[config.mk]
export PLATFORM = sky130hd
export DESIGN_NAME = memory_arbiter
export DESIGN_NICKNAME = d
export VERILOG_FILES = /design/src/rtl/cpu_types_pkg.sv /design/src/rtl/memory_arbiter.sv
export SDC_FILE = /design/constraint.sdc
export NUM_CORES = 1
export LEC_CHECK = 0
export CORE_AREA = 4 4 101 103
export CTS_CLUSTER_SIZE = 24
export DETAILED_ROUTE_END_ITERATION = 8
export DIE_AREA = 0 0 105 107
export PLACE_DENSITY = 0.67
export SYNTH_ARGS = -nofsm -noshare
export SYNTH_HDL_FRONTEND = slang
export SYNTH_SLANG_ARGS = --single-unit
[constraint.sdc]
create_clock -name CLK -period 3.2 [get_ports CLK]
set_input_delay 0.64 -clock CLK [delete_from_list [all_inputs] [get_ports CLK]]
set_output_delay 0.64 -clock CLK [all_outputs]
set_load 0.1 [all_outputs]
[src/rtl/cpu_types_pkg.sv]
// Shared CPU-side types: word type, RAM handshake state and the arbiter FSM
// encoding, so that later masters (e.g. a coherence controller) reuse them.
package cpu_types_pkg;

  typedef logic [31:0] word_t;

  typedef enum logic [1:0] {
    FREE   = 2'd0,
    BUSY   = 2'd1,
    ACCESS = 2'd2,
    ERROR  = 2'd3
  } ramstate_t;

  typedef enum logic [1:0] {
    ARB    = 2'd0,
    DGRANT = 2'd1,
    IGRANT = 2'd2
  } arb_state_t;

endpackage

[src/rtl/memory_arbiter.sv]
// Serializes icache/dcache word accesses onto the single-ported RAM with a
// registered grant FSM, data-first priority and an instruction starvation guard.
module memory_arbiter
  import cpu_types_pkg::*;
#(
  parameter int STARVE_LIMIT = 4
) (
  input  logic      CLK,
  input  logic      RST,
  input  logic      iREN,
  input  word_t     iaddr,
  output logic      iwait,
  output word_t     iload,
  input  logic      dREN,
  input  logic      dWEN,
  input  word_t     daddr,
  input  word_t     dstore,
  output logic      dwait,
  output word_t     dload,
  output logic      ramREN,
  output logic      ramWEN,
  output word_t     ramaddr,
  output word_t     ramstore,
  input  word_t     ramload,
  input  ramstate_t ramstate
);

  localparam int CW = (STARVE_LIMIT < 1) ? 1 : $clog2(STARVE_LIMIT + 1);
  localparam logic [CW-1:0] LIMIT = CW'(STARVE_LIMIT);

  arb_state_t    state_q, state_d;
  logic [CW-1:0] starve_q, starve_d;
  logic          dreq;
  logic          ram_done;

  assign dreq     = dREN | dWEN;
  // A completion coinciding with reset is abandoned rather than reported.
  assign ram_done = (ramstate == ACCESS) && !RST;

  // Read data is shared; each cache qualifies it with its own wait.
  assign iload = ramload;
  assign dload = ramload;

  always_ff @(posedge CLK) begin
    if (RST) begin
      state_q  <= ARB;
      starve_q <= '0;
    end else begin
      state_q  <= state_d;
      starve_q <= starve_d;
    end
  end

  always_comb begin
    state_d  = state_q;
    starve_d = starve_q;
    iwait    = 1'b1;
    dwait    = 1'b1;
    ramREN   = 1'b0;
    ramWEN   = 1'b0;
    ramaddr  = '0;
    ramstore = '0;

    unique case (state_q)
      ARB: begin
        if (dreq && iREN && (starve_q == LIMIT)) begin
          state_d = IGRANT;
        end else if (dreq) begin
          state_d = DGRANT;
        end else if (iREN) begin
          state_d = IGRANT;
        end
        if (!iREN) begin
          starve_d = '0;
        end
      end

      DGRANT: begin
        ramaddr  = daddr;
        ramstore = dstore;
        ramWEN   = dWEN;
        ramREN   = dREN & ~dWEN;
        if (!dreq) begin
          state_d = ARB;
        end else if (ram_done) begin
          state_d = ARB;
          dwait   = 1'b0;
          if (iREN && (starve_q != LIMIT)) begin
            starve_d = starve_q + CW'(1);
          end
        end
      end

      IGRANT: begin
        ramREN  = iREN;
        ramaddr = iaddr;
        if (!iREN) begin
          state_d = ARB;
        end else if (ram_done) begin
          state_d  = ARB;
          iwait    = 1'b0;
          starve_d = '0;
        end
      end

      default: state_d = ARB;
    endcase
  end

endmodule

Word level (Yosys, flattened, before mapping)

Index checks and enable logic that the tools add are counted.

Register bits: 5
Bits of input ports: 135
Logic and storage cells: 49

Add/subtract/negate cells: 1
Eq/ne operators: 12
Muxes and demuxes: 23
Bitwise logic cells: 3
Reduce and logical (&&, ||, !) cells: 8

Operators by type and width:

| operator                                                              | number |
|---|---|
| 32-bit case mux with 2 select lines                                   | 1 |
| 32-bit 2-to-1 mux                                                     | 1 |
| 3-bit 2-to-1 mux                                                      | 6 |
| 2-bit 2-to-1 mux                                                      | 6 |
| 2-bit inequality test, second input constant                          | 6 |
| 3-bit case mux with 3 select lines                                    | 1 |
| 7-bit AND reduction                                                   | 1 |
| 1-bit 2-to-1 mux                                                      | 6 |
| 2-bit case mux with 3 select lines                                    | 1 |
| 2-bit equality test, second input constant                            | 2 |
| 1-bit logical AND                                                     | 4 |
| 4-bit inequality test, second input constant                          | 1 |
| 3-bit by 1-bit adder with 3-bit output, second input constant         | 1 |
| 3-bit equality test, second input constant                            | 1 |
| 3-bit inequality test, second input constant                          | 1 |
| 3-bit nonzero test                                                    | 1 |
| 2-bit by 1-bit equality test with 1-bit output, second input constant | 1 |
| 2-bit zero test                                                       | 1 |
| 1-bit case mux with 2 select lines                                    | 1 |
| 1-bit AND                                                             | 1 |
| 1-bit zero test                                                       | 1 |
| 1-bit NOT                                                             | 1 |
| 1-bit bitwise OR                                                      | 1 |

Depth between registers and ports, before layout

Word-level depth: 6
Depth in mapped cells: 7
Depth with buffers taken out: 6

Least setup slack after synthesis

No wires, ideal clock.

Path kind: register to output
Start point: reg state_q[0]
End point: out ramaddr[0]
Data arrival time: 2.431 ns
Setup slack: 0.129 ns
Stages on the path, launching flop included: 7
Buffers on the path: 2
Cell sequence: dfxtp_1 > inv_1 > ha_1 > buf_2 > clkbuf_1 > a22oi_1 > nor2b_1

Word-level cells in the longest chain between the ends: 2

RTL lines:

| what                                                                                         | RTL line             | RTL |
|---|---|---|
| start: declaration                                                                           | memory_arbiter.sv:31 | `arb_state_t state_q, state_d;` |
| start signal: assignment                                                                     | memory_arbiter.sv:49 | `state_q <= state_d;` |
| 2-bit equality test / 2-bit by 1-bit equality test with 1-bit output (equally long branches) | memory_arbiter.sv:64 | `unique case (state_q)` |
| 32-bit case mux with 2 select lines *                                                        | memory_arbiter.sv:64 |  |
| end: declaration                                                                             | memory_arbiter.sv:22 | `output word_t ramaddr,` |

Every way passes the cells marked *; elsewhere a longest branch is shown, timed or not.

Final worst setup path

Start point: reg state_q[1]
End point: out ramREN

Word-level cells in the longest chain between the ends: 2

RTL lines:

| what                                                                                         | RTL line             | RTL |
|---|---|---|
| 2-bit equality test / 2-bit by 1-bit equality test with 1-bit output (equally long branches) | memory_arbiter.sv:64 |  |
| 1-bit case mux with 2 select lines *                                                         | memory_arbiter.sv:64 |  |
| end: declaration                                                                             | memory_arbiter.sv:20 | `output logic ramREN,` |

Marked as above.

==> results <==
-- registers in the layout (all words and copies together), names as in the netlist --
| register | cells |
|---|---|
| starve_q | 3 |
| state_q | 2 |
-- cell families (layout without fill, tap and decap cells) --
| logic type | count (synthesis) | after routing |
|---|---|---|
| compound gates | 50 | 50 |
| buf+inv | 85 | 183 |
| fa+ha+maj | 6 | 6 |
| simple gates | 85 | 85 |
| flops | 5 | 5 |
-- worst paths after layout --
check,to,start,slack [ps]
setup reg to reg,starve_q[1]$_SDFFE_PP0P_,state_q[1]$_SDFFE_PP0P_,1230
hold reg to reg,starve_q[0]$_SDFFE_PP0P_,starve_q[0]$_SDFFE_PP0P_,490
setup / recovery,ramREN,state_q[1]$_SDFFE_PP0P_,470
hold / removal,starve_q[0]$_SDFFE_PP0P_,starve_q[0]$_SDFFE_PP0P_,490
-- per-stage QoR --
stage	cell area, um^2	setup WS (ps)	std cells	power [mW]
3_5_place_dp	3230	644	436	0.880
5_1_grt	3280	304	440	1.04
6_report	3280	469	440	0.990
3_3_place_gp	3230	672	436	0.876
4_1_cts	3280	430	440	1.00
2_1_floorplan	1640	129	231	0.953
-- synth_stat cells, drive strengths merged --
library cell,n,area share [%]
nand2,5,1.1
o22ai,1,0.38
nor3b,2,1.6
a21o,1,0.46
o21ai,5,1.5
ha,6,4.6
a2bb2oi,1,0.91
a21oi,3,0.91
nor2b,33,13
a221oi,1,0.91
or2,2,0.76
nor2,1,0.23
nand2b,2,0.76
nand4,1,0.38
nand3,2,0.61
buf,69,31
dfxtp,5,6.1
a22oi,32,15
a211oi,4,1.8
nor3,2,0.61
and2,34,13
inv,6,1.4
o32ai,1,0.53
o211ai,1,0.76
and2b,1,0.46
clkbuf,10,2.3
-- area by class of cell --
class	instances	share of cell area [%]
Tap cell	111	4.24
Clock buffer	4	1.37
Inverter	6	0.687
Sequential cell	5	3.05
Multi-Input combinational cell	141	29.9
Timing Repair Buffer	173	60.8
-- routing by layer --
layer  share of wire [%]  vias up
li1                    -      907
met1                  32      829
met2                  55      132
met3                  13        4
met4                0.14        0
met5                   0        -
-- worst register-to-register path, stage by stage, from the launching register on --
cell,delay [ps]
dfxtp_1,330
inv_1,110
ha_2,530
buf_12,270
inv_1,90
o211ai_2,260
a211oi_1,90
a211oi_1,220
-- power by group through the flow --
| stage | clock network (mW) | registers [mW] | logic (mW) |
|---|---|---|---|
| after floorplan | 0 | 0.0681 | 0.885 |
| after global placement | 0 | 0.0685 | 0.807 |
| after detailed placement | 0 | 0.0689 | 0.811 |
| after CTS | 0.120 | 0.0679 | 0.814 |
| after global routing | 0.130 | 0.0682 | 0.840 |
| final | 0.116 | 0.0680 | 0.806 |
==> reports/metrics.yaml <==
critical_path:
  crit_path_frequent_cell: "buf_12"
  end_kind: "output port"
  cp.depth: 7
  cpPeakStageDelay_ps: 530
  cp_num_buf_inv: 3
  startpoint_type: "flop"
  crit_slowest_cell: "ha_2"
  crit_type: "flop to output port"
  worstPathMaxFanout: 49
  path_cells: "inv_1 -> ha_2 -> buf_12 -> nand2_1 -> o21ai_0 -> and2_1 -> buf_12"
  cpLargestDelayFamily: "buffers and inverters"
  ff2ff_path_depth: 7
  worst_ep_arrival_time_ps: 2090
  cp.required_ps: 2560
timing:
  worst_hold_slack_ps: 486
  fin_crit_ps: 2730
  setup_viol: 0
  finalSetupTns_ps: 0
  fin_crit_sh_pct: 85.3
  drv_slew: 0
  clock_skew_ps: 2.07
  finalHoldViolCount: 0
  rsz0062_at_grt: "false"
  worstMarginPinSlew_ps: 519
  fmax_ghz: 0.366
  max_slew_margin_pct: 65.4
synthesis:
  synthAdderAreaFrac_pct: 4.57
  postSynthAreaPerCell_um2: 7.11
  synth-seq-area-share_pct: 6.10
  yosys.area_share.simple_pct: 32.1
  synth_mux_area_share_pct: 0
  synth_top_family_by_area: "buffers and inverters"
  synth_area_mm2: 0.00164
  syn-instance-count: 231
  synthesis.nets: 372
  ys_ff_latch: 5
  ys_warn_count: 0
  synthDistinctLibCells: 29
  synth-compound-area-share_pct: 22.9
  synth_xor_area_share_pct: 0
finish:
  mostFrequentLayoutCells: "clkdlybuf4s50_1, buf_4, buf_12"
  area_delta_synth_final_pct: 99.7
  fin_nets: 471
  n_fill_cell: 927
  num_antenna_cells: 0
  final_util_pct: 35.6
  seq_area_um2: 100
  multiInputGateArea_um2: 980
  layout-drive-gt1-share_pct: 24.6
  mostFrequentLayoutCell: "clkdlybuf4s50_1"
global_routing:
  grt_usage_pct: 11.7
  antenna_found_initial: 0
  grt_start_max_net_pins: 50
  grt-ovfl-total: 0
  grt_pass1_wl_mm: 10.5
  grt_util_met1_pct: 10.8
  first_global_vias: 1910
  grtUsageMet2_pct: 23.3
  use_met3_pct: 6.14
  grt.busiest_layer: "met2"
route:
  dr_total_vias: 1872
  ant_nets: 0
  wl_mm: 7.09
  drt_iter0_drc: 49
  drtPass1Iterations: 3
  drc: 0
  vias_per_cell: 4.25
  wl_per_cell_um: 16.1
power:
  leakage_nw: 1.25
  swShare_pct: 55.2
  peakVddDrop_mv: 0.153
  p_switching_mw: 0.547
  combPwrFrac_pct: 81.4
  cellPowerDensity_mw_per_mm2: 302
  p_int_mw: 0.444
  clkPwrFrac_pct: 11.7
  seqPwrFrac_pct: 6.9
clocking:
  numCtsBuffers: 3
  path_clk_slew_ps: 30
  cts_tree: "done"
  htreeDepth: 1
  root_buffer: "clkbuf_8"
  cts_resized: 0
  cts_sinks: 5
  postCtsSetupBuffers: 0
  clock_path_buffers: 2
  ctsHoldBuffers: 0
  clk_latency_ps: 220
floorplan:
  row_count: 35
  ios: 267
  die_area_mm2: 0.0112
  die_h_um: 107
  core_mm2: 0.00920
  dieWidth_um: 105
  initial_core_util_pct: 17.9
worst_hold_path:
  hold_depth: 1
  hold_path.class: "flop to flop"
placed_design:
  place_hpwl_mm: 6.04
  portBuffers: 170
  place.gp.congestion: 0.789
flow_run:
  maxCapViolCount: 0
run_status:
  status: "finished, final reports clean"
Note: power is estimated with default switching activity, not from simulation.
